===== src/rtl/pc_seq_pkg.sv =====
// Shared encodings for the program-counter sequencer: branch opcodes, FSM states
// and the decode of which ops fetch their target through memory.
package pc_seq_pkg;

    localparam logic [2:0] OP_NONE  = 3'b000;
    localparam logic [2:0] OP_BMN   = 3'b001;
    localparam logic [2:0] OP_BRZ   = 3'b010;
    localparam logic [2:0] OP_BZ    = 3'b011;
    localparam logic [2:0] OP_JMOR  = 3'b100;
    localparam logic [2:0] OP_JALM  = 3'b101;
    localparam logic [2:0] OP_JSPAL = 3'b110;

    localparam logic [0:0] S_IDLE     = 1'b0;
    localparam logic [0:0] S_WAIT_MEM = 1'b1;

    // bmn only goes to memory when the negative flag is set.
    function automatic logic is_indirect(input logic [2:0] op, input logic n);
        return ((op == OP_BMN) && n) || (op == OP_JMOR) || (op == OP_JALM) ||
               (op == OP_JSPAL);
    endfunction

    function automatic logic is_link(input logic [2:0] op);
        return (op == OP_JALM) || (op == OP_JSPAL);
    endfunction

endpackage


===== src/rtl/pc_target_mux.sv =====
// Combinational next-PC and redirect selection; non-sequential targets are aligned
// down to a STEP boundary.
module pc_target_mux
    import pc_seq_pkg::*;
#(
    parameter int unsigned ADDR_W = 32,
    parameter int unsigned STEP   = 4
) (
    input  logic [0:0]        state,
    input  logic [2:0]        op,
    input  logic              stall,
    input  logic              flag_n,
    input  logic              flag_z,
    input  logic [ADDR_W-1:0] pc,
    input  logic [ADDR_W-1:0] reg_s,
    input  logic [ADDR_W-1:0] j_diraddr,
    input  logic [ADDR_W-1:0] mem_rdata,
    input  logic              mem_valid,
    output logic [ADDR_W-1:0] next_pc,
    output logic              redirect
);

    localparam logic [ADDR_W-1:0] STEP_V = ADDR_W'(STEP);
    localparam logic [ADDR_W-1:0] ALIGN  = ~(STEP_V - ADDR_W'(1));

    logic [ADDR_W-1:0] seq_pc;

    assign seq_pc = pc + STEP_V;

    always_comb begin
        next_pc  = seq_pc;
        redirect = 1'b0;
        if (state == S_WAIT_MEM) begin
            next_pc = pc;
            if (mem_valid) begin
                next_pc  = mem_rdata & ALIGN;
                redirect = 1'b1;
            end
        end else if (stall || is_indirect(op, flag_n)) begin
            next_pc = pc;
        end else begin
            case (op)
                OP_BZ: begin
                    if (flag_z) begin
                        next_pc  = j_diraddr & ALIGN;
                        redirect = 1'b1;
                    end
                end
                OP_BRZ: begin
                    if (flag_z) begin
                        next_pc  = reg_s & ALIGN;
                        redirect = 1'b1;
                    end
                end
                default: ;
            endcase
        end
    end

endmodule


===== src/rtl/pc_sequencer.sv =====
// Program counter, N/Z/V flags and the IDLE/WAIT_MEM sequencer for memory-indirect
// control-flow ops, with link write-back for jalm/jspal.
module pc_sequencer
    import pc_seq_pkg::*;
#(
    parameter int unsigned       ADDR_W   = 32,
    parameter logic [ADDR_W-1:0] RESET_PC = '0,
    parameter int unsigned       STEP     = 4
) (
    input  logic              clk,
    input  logic              rst,
    input  logic              stall,
    input  logic [2:0]        br_op,
    input  logic              flag_we,
    input  logic              n_in,
    input  logic              z_in,
    input  logic              v_in,
    input  logic [ADDR_W-1:0] reg_s,
    input  logic [ADDR_W-1:0] j_diraddr,
    output logic              mem_req,
    output logic [ADDR_W-1:0] mem_addr,
    input  logic [ADDR_W-1:0] mem_rdata,
    input  logic              mem_valid,
    output logic [ADDR_W-1:0] pc,
    output logic [2:0]        flags,
    output logic              redirect,
    output logic              busy,
    output logic              link_we,
    output logic [ADDR_W-1:0] link_data
);

    localparam logic [ADDR_W-1:0] STEP_V = ADDR_W'(STEP);

    logic [0:0]        state_q;
    logic [2:0]        op_q;
    logic [2:0]        flags_q;
    logic [ADDR_W-1:0] pc_q, link_q, addr_q;
    logic [ADDR_W-1:0] next_pc;
    logic              mux_redirect;
    logic              start;

    // flags_q is {v, n, z}
    assign start = (state_q == S_IDLE) && !stall && is_indirect(br_op, flags_q[1]);
    assign pc    = pc_q;
    assign flags = flags_q;

    pc_target_mux #(
        .ADDR_W (ADDR_W),
        .STEP   (STEP)
    ) u_target_mux (
        .state     (state_q),
        .op        (br_op),
        .stall     (stall),
        .flag_n    (flags_q[1]),
        .flag_z    (flags_q[0]),
        .pc        (pc_q),
        .reg_s     (reg_s),
        .j_diraddr (j_diraddr),
        .mem_rdata (mem_rdata),
        .mem_valid (mem_valid),
        .next_pc   (next_pc),
        .redirect  (mux_redirect)
    );

    always_ff @(posedge clk) begin
        if (rst) begin
            state_q <= S_IDLE;
            pc_q    <= RESET_PC;
            flags_q <= '0;
            op_q    <= OP_NONE;
            link_q  <= '0;
            addr_q  <= '0;
        end else begin
            pc_q <= next_pc;
            if (flag_we) begin
                flags_q <= {v_in, n_in, z_in};
            end
            if (start) begin
                state_q <= S_WAIT_MEM;
                op_q    <= br_op;
                link_q  <= pc_q + STEP_V;
                addr_q  <= reg_s;
            end else if ((state_q == S_WAIT_MEM) && mem_valid) begin
                state_q <= S_IDLE;
            end
        end
    end

    // Reset silences every strobe combinationally so an in-flight read is dropped.
    always_comb begin
        mem_req   = 1'b0;
        mem_addr  = reg_s;
        redirect  = 1'b0;
        busy      = 1'b0;
        link_we   = 1'b0;
        link_data = '0;
        if (!rst) begin
            redirect  = mux_redirect;
            link_data = link_q;
            if (state_q == S_WAIT_MEM) begin
                mem_req  = 1'b1;
                mem_addr = addr_q;
                busy     = 1'b1;
                link_we  = mem_valid && is_link(op_q);
            end else begin
                mem_req = start;
            end
        end
    end

endmodule


===== config.mk =====
export PLATFORM = sky130hd
export DESIGN_NAME = pc_sequencer
export DESIGN_NICKNAME = d
export VERILOG_FILES = /design/src/rtl/pc_seq_pkg.sv /design/src/rtl/pc_target_mux.sv /design/src/rtl/pc_sequencer.sv
export SDC_FILE = /design/constraint.sdc
export NUM_CORES = 1
export LEC_CHECK = 0
export BUFFER_PORTS_ARGS = -buffer_cell sky130_fd_sc_hd__buf_2
export CAP_MARGIN = 5
export CORE_MARGIN = 3
export CORE_UTILIZATION = 40
export CTS_CLUSTER_SIZE = 10
export DETAILED_ROUTE_END_ITERATION = 10
export GPL_TIMING_DRIVEN = 0
export HOLD_SLACK_MARGIN = 0.06
export PLACE_DENSITY = 0.79
export SKIP_LAST_GASP = 1
export SYNTH_ARGS = -nofsm -noshare
export SYNTH_HDL_FRONTEND = slang
export SYNTH_SLANG_ARGS = --single-unit

===== constraint.sdc =====
create_clock -name clk -period 2.7 [get_ports clk]
set_input_delay 0.135 -clock clk [delete_from_list [all_inputs] [get_ports clk]]
set_output_delay 0.135 -clock clk [all_outputs]
set_load 0.005 [all_outputs]

==> results.py <==
metrics = {
    "finish": {
        "seq_area_um2": 1980,
        "drive_gt1_share_pct": 28.1,
        "fin_cells": 1146,
        "area_growth_pct": 33.6,
        "design_area_um2": 7550,
        "nNetsFinal": 1074,
        "fillers": 1275,
        "utilization_pct": 55.9,
        "multi_input_area_um2": 3410,
    },
    "clocking": {
        "clkTransAtPathRegs_ns": 0.07,
        "clockBufferDepth": 2,
        "cts_setup_buffers": 0,
        "cts_tree": "done",
        "clk_latency_ns": 0.35,
        "cts_root_buffer": "clkbuf_16",
        "clock_sinks": 99,
        "numCtsBuffers": 9,
        "htree_num_levels": 3,
    },
    "die": {
        "die_width_um": 125,
        "rows": 42,
        "start_util_pct": 41.8,
        "io_pins": 210,
        "die_h_um": 125,
        "dieArea_um2": 15600,
        "fp.coreArea_um2": 13500,
    },
    "grt": {
        "grt_pass1_wl_um": 33200,
        "grt_pass1_vias": 6021,
        "grt_max_degree": 15,
        "gr-usage-met1_pct": 34.9,
        "antenna_found_initial": 2,
        "grt_use_total_pct": 26.8,
        "grtUsageMet3_pct": 6.35,
        "busiest_layer": "met2",
        "met2_usage_pct": 43.5,
        "overflow": 0,
    },
    "synth": {
        "yosys.area.top_type": "dfxtp_1",
        "ys.flop_type": "dfxtp_1",
        "synthesis.area_um2": 5650,
        "synthCells": 717,
        "async_reset_ff_share_pct": 0,
        "syn_area_per_cell_um2": 7.88,
        "ys_seq_area_share_pct": 35.1,
        "synth.distinct_cells": 56,
        "synth-edff-count": 0,
        "synthTopCellsByArea": "dfxtp_1 35%, a21oi_1 8.1%, nand2_1 7.2%",
        "synth_top_area_share_pct": 35.1,
        "yosys_warnings": 0,
        "synth-seq-cells": 99,
    },
    "route": {
        "firstDrtPassIters": 5,
        "drt_wl_total_um": 21800,
        "wl_per_cell_um": 19.1,
        "route.detailed.drc": 0,
        "ant_nets": 0,
        "vias": 6380,
        "viasPerCell": 5.57,
        "drtIter0Drc": 523,
    },
    "pwr": {
        "peakVddDrop_uv": 290,
        "netSwitchingPower_w": 0.00108,
        "cellPowerDensity_nw_per_um2": 498,
        "power.internal_w": 0.00268,
        "p_leak_nw": 3.14,
        "comb_power_share_pct": 20.6,
        "p_sw_share_pct": 28.7,
        "pwr-share-clk_pct": 35.8,
        "pwr-share-seq_pct": 43.6,
    },
    "sta": {
        "tightest_slew_ns": 0.894,
        "rsz0062_at_grt": "false",
        "fin_crit_sh_pct": 93.6,
        "finalCriticalPeriod_ns": 2.53,
        "slew_viol_final": 0,
        "fin_skew_ns": 0.00562,
        "setup_viol": 0,
        "final-hold-violation-count": 0,
        "slew_headroom_pct": 40.3,
        "fmax_mhz": 396,
        "finalSetupTns_ns": 0,
        "holdWs_ns": 0.0768,
    },
    "placed_design": {
        "post-place-cells": 1096,
        "gp_congestion": 0.982,
        "hpwl_um": 16600,
        "port_buffers": 200,
        "dpl-instance-area_um2": 6880,
    },
    "critical_path": {
        "crit_type": "flip-flop to primary output",
        "worstPathMaxFanout": 10,
        "cp.arrival_ns": 2.39,
        "startpoint_type": "flip-flop",
        "worst_setup_path_end_kind": "primary output",
        "cp.required_ns": 2.57,
    },
    "flow_run": {
        "max-cap-violations": 0,
    },
    "outcome": {
        "status": "complete, no violations",
    },
    "worst_hold_path": {
        "hp-class": "input port to flip-flop",
    },
}
==> what timing repair did <==
item                       CTS  global route
hold endpoints to repair    35             0
gates resized for setup      0             4
hold buffers                35             0
setup endpoints to repair    0             8
==> cells by family (layout without fill, tap and decap cells) <==
kind of cell / Yosys count / after routing / share of synthesized area, %
AOI/OAI and AO/OA: 197 / 197 / 21.8
muxes: 58 / 58 / 11.1
buffers and inverters: 69 / 318 / 4.98
adders and majority gates: 1 / 1 / 0.221
DFF: 99 / 99 / 35.1
other: 1 / 5 / 0.0664
and+or+nand+nor: 266 / 266 / 22.8
xor gates and xnor gates: 26 / 26 / 4.03
==> worst paths after layout <==
kind | cells after the start | slack (ns) | start | end
max | 6 | 0.17 | state_q$_SDFFE_PP0P_ | mem_req
min | 3 | 0.08 | br_op[1] | op_q[1]$_SDFFE_PP0P_
max reg2reg | 7 | 0.20 | state_q$_SDFFE_PP0P_ | pc[14]$_SDFFE_PP0P_
min reg2reg | 2 | 0.45 | addr_q[28]$_SDFFE_PP0P_ | addr_q[28]$_SDFFE_PP0P_
==> critical path: stages (launching register included) <==
cell	delay, ns
dfxtp_1	0.31
clkbuf_1	0.36
nor2_1	0.14
nand3_1	0.44
clkbuf_1	0.49
a21oi_1	0.13
buf_2	0.16
==> area by class of cell <==
type                       count  share of cell area [%]
clock buffer                  12                    3.53
buffer                        60                    3.30
antenna                        1                  0.0332
multi-input combinational    552                    45.1
clock inverter                 2                   0.464
inverter                       9                   0.448
tap                          176                    2.92
sequential                    99                    26.3
timing repair buffer         235                    17.9
==> state kept, by name, indices dropped and copies added (netlist names) <==
name     count
addr_q      32
link_q      30
flags        3
op_q         3
pc          30
state_q      1
==> metal layers <==
layer	vias up	wire length [um]
met1	2932	9390
met4	2	601
li1	3053	-
met3	51	1970
met2	342	9870
met5	-	7
==> power by group through the flow <==
stage | clock network [W] | registers (W) | logic (W)
after CTS | 0.00135 | 0.00164 | 0.000760
after floorplan | 0 | 0.00165 | 0.000404
after global routing | 0.00141 | 0.00165 | 0.000840
after global placement | 0 | 0.00167 | 0.000710
after detailed placement | 0 | 0.00167 | 0.000718
final | 0.00134 | 0.00164 | 0.000775
==> cells in the final DEF (no fill, tap or decap), drive strengths merged, types with 3 or more instances in the layout <==
| master | Yosys | layout |
|---|---|---|
| a31oi | 3 | 3 |
| dfxtp | 99 | 99 |
| o31ai | 6 | 6 |
| nor2b | 37 | 37 |
| xnor2 | 14 | 14 |
| or4 | 3 | 3 |
| mux2 | 35 | 35 |
| dlygate4sd3 | 0 | 35 |
| buf | 13 | 213 |
| o21a | 3 | 3 |
| a211oi | 34 | 34 |
| a211o | 4 | 4 |
| a21o | 3 | 3 |
| conb | 1 | 4 |
| inv | 8 | 8 |
| clkbuf | 47 | 59 |
| o221ai | 3 | 3 |
| o31a | 4 | 4 |
| nor4 | 7 | 7 |
| o32ai | 3 | 3 |
| nand2 | 109 | 109 |
| o21ai | 28 | 28 |
| xor2 | 12 | 12 |
| mux2i | 23 | 23 |
| a21oi | 92 | 92 |
| nand3 | 23 | 23 |
| nand4 | 10 | 10 |
| or3 | 3 | 3 |
| nor3 | 15 | 15 |
| nor2 | 43 | 43 |
| a311oi | 3 | 3 |
| and3 | 6 | 6 |
==> cells in the mapped netlist (2+ instances only) <==
master	instances
nor3_1	15
o32ai_1	3
xor2_1	12
nor4_1	6
nand2_1	109
a21o_1	3
mux2i_1	23
xnor2_1	14
buf_4	6
nand4_1	9
o21ba_2	2
and4_1	2
and3_1	5
o31ai_1	6
nand3_1	23
a211o_1	3
and4b_1	2
dfxtp_1	99
or4_4	2
nor2b_1	37
inv_1	8
nand2b_1	2
a211oi_1	34
and2_1	2
clkbuf_1	47
nor2_1	43
o2111ai_1	2
a311oi_1	3
mux2_2	35
o31a_1	3
a21oi_1	91
o21a_1	3
buf_1	7
a31oi_1	3
o21ai_0	28
o221ai_1	3
or3_1	3
==> through the flow <==
stage | worst slack [ns] | power (W)
2_1_floorplan | 0.544 | 0.00206
3_3_place_gp | 0.0907 | 0.00238
3_5_place_dp | 0.0582 | 0.00239
4_1_cts | 0.0434 | 0.00375
5_1_grt | 0.0156 | 0.00390
6_report | 0.174 | 0.00376
No activity file was read; power rests on OpenSTA's default activity.
